`src/rtl/nn_bit_mem_pkg.sv`:
```
// Shared definitions for the bit-serial NN memory slice: controller states,
// bank count and default geometry.
package nn_bit_mem_pkg;

  typedef enum logic [1:0] {
    ST_IDLE = 2'd0,
    ST_RUN  = 2'd1,
    ST_DONE = 2'd2
  } state_t;

  localparam int NUM_BANKS      = 4;
  localparam int DEF_W_ADDR_LEN = 20;
  localparam int DEF_X_ADDR_LEN = 10;
  localparam int DEF_W_DEPTH    = 16;
  localparam int DEF_X_DEPTH    = 4;
  localparam int DEF_SEL_LEN    = 2;

  function automatic int idx_width(input int depth);
    return (depth > 1) ? $clog2(depth) : 1;
  endfunction

endpackage

```
`src/rtl/nn_bit_bank.sv`:
```
// One-bit-wide storage bank with a single write port and two registered read
// ports; addresses at or beyond DEPTH are dropped on write and read back as 0.
module nn_bit_bank
  import nn_bit_mem_pkg::*;
#(
  parameter int ADDR_LEN = DEF_W_ADDR_LEN,
  parameter int DEPTH    = DEF_W_DEPTH
) (
  input  logic                clk,
  input  logic                rst_n,
  input  logic                we,
  input  logic [ADDR_LEN-1:0] waddr,
  input  logic                wdata,
  input  logic [ADDR_LEN-1:0] raddr_a,
  output logic                rdata_a,
  input  logic [ADDR_LEN-1:0] raddr_b,
  output logic                rdata_b
);

  localparam int IDX_W = idx_width(DEPTH);
  // One extra bit so a depth equal to 2**ADDR_LEN still compares correctly.
  localparam logic [ADDR_LEN:0] DEPTH_L = (ADDR_LEN+1)'(DEPTH);

  logic mem [DEPTH];
  logic w_ok, a_ok, b_ok;

  assign w_ok = ({1'b0, waddr}   < DEPTH_L);
  assign a_ok = ({1'b0, raddr_a} < DEPTH_L);
  assign b_ok = ({1'b0, raddr_b} < DEPTH_L);

  always_ff @(posedge clk) begin
    if (we && w_ok) begin
      mem[waddr[IDX_W-1:0]] <= wdata;
    end
  end

  always_ff @(posedge clk or negedge rst_n) begin
    if (!rst_n) begin
      rdata_a <= 1'b0;
      rdata_b <= 1'b0;
    end else begin
      rdata_a <= a_ok ? mem[raddr_a[IDX_W-1:0]] : 1'b0;
      rdata_b <= b_ok ? mem[raddr_b[IDX_W-1:0]] : 1'b0;
    end
  end

endmodule

```
`src/rtl/nn_bit_mem.sv`:
```
// Weight/activation bit memories with a host load port, an IDLE/RUN/DONE
// inference controller and a compute-side read/write port.
module nn_bit_mem
  import nn_bit_mem_pkg::*;
#(
  parameter int W_ADDR_LEN = DEF_W_ADDR_LEN,
  parameter int X_ADDR_LEN = DEF_X_ADDR_LEN,
  parameter int W_DEPTH    = DEF_W_DEPTH,
  parameter int X_DEPTH    = DEF_X_DEPTH,
  parameter int SEL_LEN    = DEF_SEL_LEN
) (
  input  logic                  clk,
  input  logic                  rst_n,
  input  logic                  ld_valid,
  output logic                  ld_ready,
  input  logic                  ld_is_w,
  input  logic [SEL_LEN-1:0]    ld_sel,
  input  logic [W_ADDR_LEN-1:0] ld_addr,
  input  logic                  ld_data,
  input  logic                  start,
  output logic                  en,
  input  logic                  compute_finish,
  output logic                  done,
  input  logic [W_ADDR_LEN-1:0] w_addr,
  input  logic [SEL_LEN-1:0]    w_sel,
  output logic                  w_data,
  input  logic [X_ADDR_LEN-1:0] x_addr,
  input  logic [SEL_LEN-1:0]    x_sel,
  input  logic                  x_wq,
  input  logic                  wx_write,
  output logic                  x_data,
  input  logic [X_ADDR_LEN-1:0] rb_addr,
  output logic                  rb_data
);

  // Activation banks are addressed by both the wide load port and the narrow
  // compute port, so they use the wider of the two to avoid truncation.
  localparam int XB_LEN = (W_ADDR_LEN > X_ADDR_LEN) ? W_ADDR_LEN : X_ADDR_LEN;

  state_t               state;
  logic                 run;
  logic                 ld_fire;
  logic [NUM_BANKS-1:0] w_we, x_we;
  logic [NUM_BANKS-1:0] w_rd, x_rd, w_rb, x_rb;
  logic [XB_LEN-1:0]    x_waddr, x_raddr, x_rbaddr;
  logic                 x_wdata;
  logic [SEL_LEN-1:0]   w_sel_q, x_sel_q;
  logic                 unused_rb;

  assign run      = (state == ST_RUN);
  assign ld_fire  = rst_n && ld_valid && (state == ST_IDLE);
  assign x_waddr  = run ? XB_LEN'(x_addr) : XB_LEN'(ld_addr);
  assign x_wdata  = run ? wx_write : ld_data;
  assign x_raddr  = XB_LEN'(x_addr);
  assign x_rbaddr = XB_LEN'(rb_addr);

  for (genvar b = 0; b < NUM_BANKS; b++) begin : g_bank
    assign w_we[b] = ld_fire && ld_is_w && (ld_sel == SEL_LEN'(b));
    assign x_we[b] = run ? (rst_n && x_wq && (x_sel == SEL_LEN'(b)))
                         : (ld_fire && !ld_is_w && (ld_sel == SEL_LEN'(b)));

    nn_bit_bank #(.ADDR_LEN(W_ADDR_LEN), .DEPTH(W_DEPTH)) u_w_bank (
      .clk     (clk),
      .rst_n   (rst_n),
      .we      (w_we[b]),
      .waddr   (ld_addr),
      .wdata   (ld_data),
      .raddr_a (w_addr),
      .rdata_a (w_rd[b]),
      .raddr_b ('0),
      .rdata_b (w_rb[b])
    );

    nn_bit_bank #(.ADDR_LEN(XB_LEN), .DEPTH(X_DEPTH)) u_x_bank (
      .clk     (clk),
      .rst_n   (rst_n),
      .we      (x_we[b]),
      .waddr   (x_waddr),
      .wdata   (x_wdata),
      .raddr_a (x_raddr),
      .rdata_a (x_rd[b]),
      .raddr_b (x_rbaddr),
      .rdata_b (x_rb[b])
    );
  end

  // Bank select is registered alongside the bank read so data and mux agree.
  always_ff @(posedge clk or negedge rst_n) begin
    if (!rst_n) begin
      w_sel_q <= '0;
      x_sel_q <= '0;
    end else begin
      w_sel_q <= w_sel;
      x_sel_q <= x_sel;
    end
  end

  assign w_data    = w_rd[w_sel_q];
  assign x_data    = x_rd[x_sel_q];
  assign rb_data   = x_rb[NUM_BANKS-1];
  assign unused_rb = ^{w_rb, x_rb[NUM_BANKS-2:0]};

  always_ff @(posedge clk or negedge rst_n) begin
    if (!rst_n) begin
      state    <= ST_IDLE;
      en       <= 1'b0;
      done     <= 1'b0;
      ld_ready <= 1'b1;
    end else begin
      case (state)
        ST_IDLE: begin
          if (start) begin
            state    <= ST_RUN;
            en       <= 1'b1;
            done     <= 1'b0;
            ld_ready <= 1'b0;
          end
        end
        ST_RUN: begin
          if (compute_finish) begin
            state <= ST_DONE;
            en    <= 1'b0;
            done  <= 1'b1;
          end
        end
        ST_DONE: begin
          if (start) begin
            state <= ST_RUN;
            en    <= 1'b1;
            done  <= 1'b0;
          end
        end
        default: begin
          state    <= ST_IDLE;
          en       <= 1'b0;
          done     <= 1'b0;
          ld_ready <= 1'b1;
        end
      endcase
    end
  end

endmodule
```
`config.mk`:
```
export PLATFORM = sky130hd
export DESIGN_NAME = nn_bit_mem
export DESIGN_NICKNAME = d
export VERILOG_FILES = /design/src/rtl/nn_bit_mem_pkg.sv /design/src/rtl/nn_bit_bank.sv /design/src/rtl/nn_bit_mem.sv
export SDC_FILE = /design/constraint.sdc
export NUM_CORES = 1
export LEC_CHECK = 0
export BUFFER_PORTS_ARGS = -buffer_cell sky130_fd_sc_hd__buf_2
export CORE_UTILIZATION = 40
export CTS_BUF_LIST = sky130_fd_sc_hd__clkbuf_8 sky130_fd_sc_hd__clkbuf_16
export DETAILED_ROUTE_END_ITERATION = 6
export PLACE_DENSITY = 0.68
export SLEW_MARGIN = 15
export SYNTH_ARGS = -nofsm -noshare
export SYNTH_HDL_FRONTEND = slang
export SYNTH_SLANG_ARGS = --single-unit
```
`constraint.sdc`:
```
create_clock -name clk -period 2.8 [get_ports clk]
set_clock_uncertainty 0.05 [all_clocks]
set_input_delay 0.42 -clock clk [delete_from_list [all_inputs] [get_ports clk]]
set_output_delay 0.42 -clock clk [all_outputs]
set_load 0.01 [all_outputs]
```
# ---- After elaboration in Yosys (flattened, before gate mapping)
# Memories as Yosys holds them, arrays and structs flattened.
# Index checks and enable logic that the tools add are counted.
dict set report totals {
  register_bits 18
  mem_bits_rw 80
  in_bits 75
  wordCells 120
  n_memories 8
}
dict set report classes {
  n_lt_le_gt_ge 7
  n_eq_ne 11
  muxes 45
  n_bitwise 1
  reduce_logical 33
}
# name depth width rd rd_clocked_by_memory_dff write_ports line_no
set mem_list {}
lappend mem_list {{g_bank[0].u_w_bank.mem} 16 1 1 0 1 nn_bit_bank.sv:24} ;# logic mem [DEPTH];
lappend mem_list {{g_bank[1].u_w_bank.mem} 16 1 1 0 1 nn_bit_bank.sv:24}
lappend mem_list {{g_bank[2].u_w_bank.mem} 16 1 1 0 1 nn_bit_bank.sv:24}
lappend mem_list {{g_bank[3].u_w_bank.mem} 16 1 1 0 1 nn_bit_bank.sv:24}
lappend mem_list {{g_bank[0].u_x_bank.mem} 4 1 1 0 1 nn_bit_bank.sv:24}
lappend mem_list {{g_bank[1].u_x_bank.mem} 4 1 1 0 1 nn_bit_bank.sv:24}
lappend mem_list {{+2 memories} - - - - - -}
# operator count
set ops {}
lappend ops {{20-bit by 5-bit less-than comparator with 1-bit output, second input constant} 2}
lappend ops {{1-bit two-way mux} 36}
lappend ops {{1-bit logical AND} 25}
lappend ops {{10-bit by 3-bit less-than comparator with 1-bit output, second input constant} 2}
lappend ops {{20-bit by 3-bit less-than comparator with 1-bit output, second input constant} 1}
lappend ops {{20-bit two-way mux} 1}
lappend ops {{2-bit == test, second input constant} 5}
lappend ops {{2-bit by 1-bit == test with 1-bit output, second input constant} 3}
lappend ops {{2-bit logical NOT} 3}
lappend ops {{2-bit by 3-bit less-than comparator with 1-bit output, second input constant} 2}
lappend ops {{1-bit case mux with 2 select lines} 3}
lappend ops {{1-bit binary-select mux with 2-bit select} 2}
lappend ops {{2-bit two-way mux} 2}
lappend ops {{2-bit inequality test, second input constant} 2}
lappend ops {{2-bit case mux with 2 select lines} 1}
lappend ops {{2-bit AND reduction} 2}
lappend ops {{2-bit OR reduction} 2}
lappend ops {{2-bit by 1-bit inequality test with 1-bit output, second input constant} 1}
lappend ops {{1-bit logical NOT} 1}
lappend ops {{1-bit inverter} 1}

# ---- Depth between registers and ports, before layout
# Gate-level depths: netlist of run 1.
dict set report depth {
  word_depth 8
  ltp_mapped 7
  ltp_nobuf 6
}

# ---- Hierarchy
# Synthesis of run 1 repeated with hierarchy kept, for this count alone.
dict set report unflattened {
  hier_cells 568
  hier_area_um2 6476.2
}
# module n_inst cells_each area_each_um2
set by_module_without_submodules {}
lappend by_module_without_submodules {{nn_bit_bank (g_bank[0].u_w_bank ...)} 4 90 1053.5}
lappend by_module_without_submodules {{nn_bit_bank (g_bank[0].u_x_bank ...)} 4 34 386.6}
lappend by_module_without_submodules {nn_bit_mem 1 72 715.7}

# ---- Worst setup path before layout of run 1
# Ideal clock, no wire load.
dict set report synth_timing {
  path_kind {flip-flop to flip-flop}
  startpoint {register, netlist name done}
  endpoint {memory g_bank[2].u_x_bank.mem[1], enable pin}
  setup_time_ns 0.314
  t_arrival_ns 1.816
  t_required_ns 2.436
  slack_ns 0.619
  path_stages_with_launch 7
  n_path_buf 1
  cell_sequence {dfrtp_1 inv_1 ha_1 clkbuf_1 or3_1 o32ai_1 nor3b_1}
}
# element line_no
set synth_lines {}
lappend synth_lines {{end: declaration} nn_bit_bank.sv:24}

==> flow_metrics.tcl, run 1 <==
set metrics [dict create \
    outcome "completed" \
    tightest_slew_ns 0.605 \
    clkPwrFrac_pct 29.4 \
    finalSetupViolCount 0 \
    grtUsageTotal_pct 17.6 \
    p_comb_share_pct 15.4 \
    synth_ff_type "edfxtp_1" \
    fp.coreArea_um2 10800 \
    syn_area_um2 4470 \
    reg2reg_slack_ns 0.35 \
    intPower_w 0.00220 \
    maxSlewViolCount 0 \
    drive_above_1_share_pct 30.1 \
    power_w 0.00297 \
    ys_seq_area_share_pct 63.4 \
    async_flop_share_pct 17.5 \
    final_cells 565 \
    swShare_pct 25.9 \
    multiInputGateArea_um2 1550 \
    drt_wl_total_mm 9.48 \
    clock_latency_ns 0.36 \
    synth_cells 336 \
    die_h_um 108 \
    max_cap_violations 0 \
    period_share_pct 87.6 \
    cp_max_fo 4 \
    leakage_nw 1.83 \
    grt_pass1_vias 3069 \
    layout.area.seq_um2 2830 \
    cp.arrival_ns 2.46 \
    clock.fmax_ghz 0.408 \
    start_kind "register" \
    max-vdd-ir-drop_mv 0.310 \
    row_count 38 \
    nets 499 \
    slew_headroom_pct 59.6 \
    hold_viol 0 \
    endpoint_kind "register" \
    h-tree-depth 3 \
    cts_made_buffers 9 \
    dieArea_um2 11600 \
    antenna_found_initial 0 \
    n_antenna_cell 0 \
    syn_area_per_cell_um2 13.3 \
    finalSetupTns_ns 0 \
    p_switching_w 0.000770 \
    cp.required_ns 2.80 \
    viasPerCell 5.44 \
    synth.top_cells.by_count "edfxtp_1, nor2_1, mux4_2" \
    wire_per_inst_um 16.8 \
    port_buffers 80 \
    fp.dieW_um 108 \
    yosysMostFrequentCell "edfxtp_1" \
    gp_congestion 0.838 \
    dp_cells 548 \
    yosysUniqueCellTypes 38 \
    antenna_left 0 \
    clkSlewWorstSetupHoldPaths_ns 0.09 \
    grt_pass1_wl_mm 15.1 \
    place_hpwl_mm 7.08 \
    rsz0062_at_grt "false" \
    fill_cells 955 \
    synth_enable_flop_cells 80 \
    cts.sinks 97 \
    overflow 0 \
    grt_max_degree 29 \
    root_buffer "clkbuf_8" \
    period_minus_slack_ns 2.45 \
    first_iter_violations 244 \
    p_per_area_nw_per_um2 570 \
    drc 0 \
    hold_path_class "input pin to register" \
    syn2layout_area_growth_pct 16.9 \
    postCtsSetupRepairBufs 0 \
    dr.pass1.iters 4 \
    num_io_pins 81 \
    synth_top_area_share_pct 53.8 \
    synth_nets 415 \
    cts_tree "built" \
    pwr-share-seq_pct 55.1 \
    synth_top_cell_by_area "edfxtp_1" \
    yosys-top-cells-area "edfxtp_1, mux4_2, dfrtp_1" \
    vias 3075 \
    yosysWarnings 0 \
    ctsLongestPathBuffers 2 \
    critPathKind "register to register" \
    synth_seq_cells 97 \
    start_util_pct 41.2 \
]
-- cells by family after synthesis --
| family | synth area share, % |
|---|---|
| AOI/OAI and AO/OA | 3.53 |
| adders and majority gates | 1.12 |
| buffers and inverters | 1.93 |
| DFF | 63.4 |
| muxes | 12.1 |
| and+or+nand+nor | 18.0 |
-- metal layers --
layer / global-route usage (%) / up-vias / routed length, µm
li1: - / 1430 / -
met1: 22.0 / 1533 / 3840
met2: 30.6 / 103 / 4990
met3: 2.91 / 9 / 525
met4: 6.46 / 0 / 121
met5: 0 / - / 0
-- flip-flops by register name, summed over array words and instances (netlist names), 2 cells and up --
register and count:
g_bank.u_w_bank.mem 64, g_bank.u_x_bank.mem 16, g_bank.u_w_bank.rdata_a 4, g_bank.u_x_bank.rdata_a 4, w_sel_q 2, x_sel_q 2
-- path summary, 6_finish.rpt --
check | end | cells past startpoint | startpoint
max in group asynchronous | ld_ready | 3 | rst_n
hold / removal | w_sel_q[0] | 1 | w_sel[0]
hold reg to reg | ld_ready | 2 | ld_ready
setup reg to reg | g_bank[2].u_x_bank.mem[1] | 6 | done
min in group asynchronous | g_bank[2].u_w_bank.rdata_a | 3 | rst_n
setup / recovery | g_bank[2].u_x_bank.mem[1] | 6 | done
-- final cells by class --
| cell class | count | share of cell area (%) |
|---|---|---|
| timing repair buffer | 86 | 8.58 |
| sequential | 97 | 54.2 |
| tap | 140 | 3.36 |
| clock inverter | 7 | 1.22 |
| inverter | 8 | 0.575 |
| multi-input combinational | 218 | 29.7 |
| clock buffer | 9 | 2.37 |
-- worst max-delay path: stages (launching register included) --
cell and delay (ns):
dfrtp_1 0.41, inv_1 0.12, ha_1 0.22, nand3_1 0.18
or3_1 0.39, o32ai_1 0.50, nor3b_1 0.27
-- power groups by stage --
| stage | sequential [W] | combinational (W) | clock (W) |
|---|---|---|---|
| detailed placement | 0.00167 | 0.000459 | 0 |
| floorplan | 0.00168 | 0.000266 | 0 |
| global route | 0.00165 | 0.000519 | 0.000950 |
| finish | 0.00164 | 0.000459 | 0.000876 |
| CTS | 0.00164 | 0.000462 | 0.000896 |
| global placement | 0.00167 | 0.000451 | 0 |
-- stage by stage --
stage	setup slack [ns]	cell area (µm²)	hold slack [ns]	util, %
finish	0.347	5220	0.113	48.2
global route	0.136	5220	0.0954	48.2
CTS	0.368	5220	0.0973	48.2
detailed placement	0.322	5020	0.368	46.3
global placement	0.416	5020	0.365	46.3
floorplan	0.619	4470	0.0744	-
-- layout by cell type (no fill, tap or decap), types with 2 or more instances in the layout --
master,count
or3_1,3
o21ai_0,5
buf_4,5
nor3b_1,6
nor2_1,73
nand4_1,3
and3_1,7
a22oi_1,4
clkbuf_8,9
a21oi_1,3
edfxtp_1,80
o21a_1,2
nand2_1,21
clkinv_2,2
nand3_1,15
buf_2,80
a31oi_1,4
nor3_1,9
inv_1,10
ha_1,4
nor2b_1,12
nor4_1,9
dfrtp_1,16
mux4_2,23
-- repair_timing --
action	in CTS	in global routing
hold endpoints to repair	16	0
hold buffers	1	0
resized for setup	0	0
Note: power is estimated with default switching activity, not from simulation.
==> run 2, diff against run 1 <==
Settings changed: CORE_UTILIZATION 40 to 56, PLACE_DENSITY 0.68 to 0.87, SLEW_MARGIN 15 to 10.
==> flow_metrics.tcl, run 2 (synthesis results as in run 1) <==
set metrics [dict create \
    cp.arrival_ns 2.46 \
    die_h_um 91.3 \
    intPower_w 0.00214 \
    ff2ff_path_depth 6 \
    cts.sinks 97 \
    gp_congestion 0.833 \
    fill_cells 532 \
    clock_latency_ns 0.36 \
    row_count 32 \
    critPathKind "register to register" \
    hold_path_class "input pin to register" \
    endpoint "g_bank[2].u_x_bank.mem[1]" \
    max_cap_violations 0 \
    hold_viol 0 \
    dieArea_um2 8340 \
    finalSetupTns_ns 0 \
    rsz0062_at_grt "false" \
    place_hpwl_mm 7.16 \
    finalSetupViolCount 0 \
    top_usage_layer "met2" \
    max-vdd-ir-drop_mv 0.232 \
    post_cts_resized 0 \
    clkSlewWorstSetupHoldPaths_ns 0.09 \
    final_cell_mix "edfxtp_1, buf_2, nor2_1" \
    port_buffers 80 \
    largest_reg_flops 64 \
    p_comb_share_pct 15.9 \
    start_kind "register" \
    crit_buf_inv 1 \
    endpoint_kind "register" \
    root_buffer "clkbuf_8" \
    leakage_nw 1.82 \
    p_switching_w 0.000816 \
    drive_above_1_share_pct 30.4 \
    clkPwrFrac_pct 28.5 \
    grt_pass1_wl_mm 15.5 \
    crit_cells 6 \
    layout.area.seq_um2 2830 \
    slowest_stage "o32ai_1" \
    overflow 0 \
    met1_usage_pct 32.7 \
    viasPerCell 6.03 \
    p_per_area_nw_per_um2 572 \
    crit_chain "inv_1 -> ha_1 -> nand3_1 -> or3_1 -> o32ai_1 -> nor3b_1" \
    tightest_slew_ns 0.646 \
    first_iter_violations 283 \
    slowest_delay_ns 0.47 \
    drt_wl_total_mm 9.62 \
    cts_tree "built" \
    vias 3173 \
    grt_pass1_vias 3148 \
    num_io_pins 81 \
    maxSlewViolCount 0 \
    period_minus_slack_ns 2.46 \
    drc 0 \
    r2r_start "done" \
    ctsLongestPathBuffers 2 \
    antenna_left 0 \
    placedInstanceArea_um2 4970 \
    n_antenna_cell 0 \
    fp.coreArea_um2 7730 \
    critPathTopFamily "simple AND/OR/NAND/NOR gates" \
    start_util_pct 57.8 \
    pwr-share-seq_pct 55.6 \
    power_w 0.00296 \
    dr.pass1.iters 5 \
    multiInputGateArea_um2 1550 \
    swShare_pct 27.6 \
    fp.dieW_um 91.3 \
    grtUsageTotal_pct 24.8 \
    grt_use_met3_pct 4.86 \
    outcome "completed" \
    nets 498 \
    cts_made_buffers 9 \
    cp.required_ns 2.81 \
    startpoint "done" \
    grt_max_degree 35 \
    met2_usage_pct 41.9 \
    antenna_found_initial 0 \
    clock.fmax_ghz 0.407 \
    slew_headroom_pct 56.8 \
    fin_area_um2 5160 \
    regToRegEndpoint "g_bank[2].u_x_bank.mem[1]" \
    reg2reg_slack_ns 0.34 \
    cp_max_fo 4 \
    syn2layout_area_growth_pct 15.6 \
    h-tree-depth 3 \
    period_share_pct 87.7 \
    wire_per_inst_um 18.3 \
]
run 2: cell count changes in the layout (fill, tap and decap cells not counted):
cell       delta
clkinv_4      +3
inv_6         +1
inv_1         -2
inv_8         +1
clkinv_2      -2
buf_4         -1
bufinv_16     -1
run 2: worst min path at each step:
stage | start | to | slack (ns) | depth (start not counted)
after global routing | w_sel[0] | w_sel_q[0] | 0.1 | 1
final | w_sel[1] | w_sel_q[1] | 0.12 | 1
after CTS | w_sel[1] | w_sel_q[1] | 0.10 | 1
after floorplan | rst_n | done | 0.07 | 0
after detailed placement | rst_n | g_bank[3].u_x_bank.rdata_b | 0.36 | 2
after global placement | rst_n | g_bank[3].u_x_bank.rdata_b | 0.36 | 2
run 2: area by class of cell:
cell class | instances | area share (%)
clock buffer | 9 | 2.40
clock inverter | 7 | 1.21
inverter | 8 | 0.582
multi-input combinational | 218 | 30.0
sequential | 97 | 54.8
tap | 102 | 2.47
timing repair buffer | 85 | 8.53
run 2: routing by layer:
| layer | wire length [µm] | vias up |
|---|---|---|
| li1 | - | 1426 |
| met1 | 3850 | 1574 |
| met2 | 4940 | 158 |
| met3 | 713 | 15 |
| met4 | 119 | 0 |
| met5 | 0 | - |
run 2: power by group through the flow:
stage / sequential (W) / combinational, W / clock, W
final: 0.00164 / 0.000469 / 0.000842
after global routing: 0.00165 / 0.000515 / 0.000901
after CTS: 0.00164 / 0.000465 / 0.000851
after detailed placement: 0.00168 / 0.000462 / 0
after global placement: 0.00167 / 0.000437 / 0
after floorplan: 0.00168 / 0.000266 / 0
run 2: per-stage QoR:
step,cells,util (%),hold WS [ns],worst slack (ns)
finish,526,66.8,0.116,0.344
global placement,509,64.3,0.359,0.362
CTS,526,66.8,0.103,0.367
global route,526,66.8,0.0991,0.203
floorplan,336,-,0.0744,0.619
detailed placement,509,64.3,0.356,0.287
run 2: timing repair:
action | in CTS | in global routing
hold buffers | 1 | 0
endpoints found under the setup margin | 0 | 0
setup buffers | 0 | 0
hold endpoints to repair | 16 | 0
==> run 3, diff against run 2 <==
Settings changed: CORE_UTILIZATION 56 to 30, PLACE_DENSITY 0.87 to 0.55, REMOVE_ABC_BUFFERS set to 1.
==> flow_metrics.tcl, run 3 (synthesis results as in run 1) <==
set metrics [dict create \
    hold_viol 0 \
    drive_above_1_share_pct 31.1 \
    postCtsSetupRepairBufs 0 \
    row_count 44 \
    clkSlewWorstSetupHoldPaths_ns 0.06 \
    slowest_stage "o32ai_1" \
    start_util_pct 30.7 \
    die_h_um 124 \
    grtUsageTotal_pct 14.6 \
    drt_wl_total_mm 10.1 \
    tightest_slew_ns 0.553 \
    critPathKind "register to register" \
    syn2layout_area_growth_pct 21.9 \
    viasPerCell 4.96 \
    slowest_delay_ns 0.50 \
    nets 502 \
    clock.fmax_ghz 0.405 \
    multiInputGateArea_um2 1550 \
    place_hpwl_mm 7.51 \
    first_iter_violations 246 \
    root_buffer "clkbuf_16" \
    fill_cells 1426 \
    cts_tree "built" \
    largest_reg_flops 64 \
    cp.required_ns 2.78 \
    hold_ws_ns 0.140 \
    overflow 0 \
    final_cell_mix "edfxtp_1, buf_2, nor2_1" \
    p_per_area_nw_per_um2 634 \
    clock_latency_ns 0.34 \
    layout.area.seq_um2 2830 \
    crit_chain "inv_1 -> ha_1 -> nand3_1 -> or3_1 -> o32ai_1 -> nor3b_1" \
    dr.pass1.iters 4 \
    wire_per_inst_um 16.5 \
    dieArea_um2 15400 \
    fp.coreArea_um2 14500 \
    endpoint_kind "register" \
    antenna_left 0 \
    start_kind "register" \
    num_io_pins 81 \
    rsz0062_at_grt "false" \
    gp_congestion 0.784 \
    hold_path_class "input pin to register" \
    vias 3038 \
    h-tree-depth 3 \
    cp.arrival_ns 2.45 \
    outcome "completed" \
    leakage_nw 1.91 \
    maxSlewViolCount 0 \
    max_cap_violations 0 \
    cp_max_fo 4 \
    crit_buf_inv 1 \
    grt_pass1_wl_mm 16.4 \
    cts.sinks 97 \
    drc 0 \
    port_buffers 80 \
    finalSetupTns_ns 0 \
    max-vdd-ir-drop_mv 0.296 \
    antenna_found_initial 2 \
    slew_headroom_pct 63.0 \
    finalSetupViolCount 0 \
    critPathTopFamily "simple AND/OR/NAND/NOR gates" \
    cts_made_buffers 9 \
    period_minus_slack_ns 2.47 \
    grt_pass1_vias 3223 \
    ctsLongestPathBuffers 2 \
    period_share_pct 88.2 \
    fp.dieW_um 124 \
    grt_max_degree 29 \
]
==> run 3: through the flow <==
stage	power [W]	std cells	worst slack (ns)	area (µm²)	utilization [%]
detailed placement	0.00215	595	0.377	5100	35.1
floorplan	0.00193	323	0.656	4410	-
global route	0.00359	612	0.175	5440	37.4
finish	0.00345	613	0.330	5440	37.4
global placement	0.00214	595	0.430	5100	35.1
CTS	0.00348	612	0.354	5440	37.4
==> run 3: power by group <==
part	switching, W	internal [W]	total [W]
Clock	0.000502	0.000828	0.00133
Sequential	0.0000222	0.00162	0.00164
Combinational	0.000290	0.000188	0.000478
==> run 3: area by class of cell <==
type,count,area share [%]
Sequential cell,97,52.0
Multi-Input combinational cell,218,28.5
Timing Repair Buffer,89,8.64
Clock buffer,11,4.64
Tap cell,184,4.23
Clock inverter,5,1.43
Inverter,8,0.552
Antenna cell,1,0.0460
==> run 3: worst paths after layout <==
kind                            slack, ns  startpoint  cells after the start                    endpoint
worst max-delay path                 0.33        done                      6   g_bank[2].u_x_bank.mem[1]
worst min-delay path                 0.14    w_sel[1]                      1                  w_sel_q[1]
worst max register to register       0.33        done                      6   g_bank[2].u_x_bank.mem[1]
worst min register to register       0.45    ld_ready                      2                    ld_ready
max in group asynchronous            1.92       rst_n                      3                    ld_ready
min in group asynchronous            0.53       rst_n                      3  g_bank[3].u_x_bank.rdata_b
==> run 3: worst reg2reg max path, cell delays in order, from the launching register on <==
cell and delay [ns]:
dfrtp_1 0.41, inv_1 0.12, ha_1 0.23, nand3_1 0.19, or3_1 0.40, o32ai_1 0.50
nor3b_1 0.27
==> run 3: metal layers <==
| metal | global-route usage, % | vias to the layer above | wire length [µm] |
|---|---|---|---|
| li1 | - | 1440 | - |
| met1 | 17.5 | 1496 | 4280 |
| met2 | 25.6 | 87 | 5150 |
| met3 | 2.93 | 13 | 546 |
| met4 | 6.25 | 2 | 134 |
| met5 | 0 | - | 10 |
==> run 3: repair_timing <==
action	CTS	global route
hold buffers	1	0
hold endpoints to repair	15	0
gates resized for setup	0	0
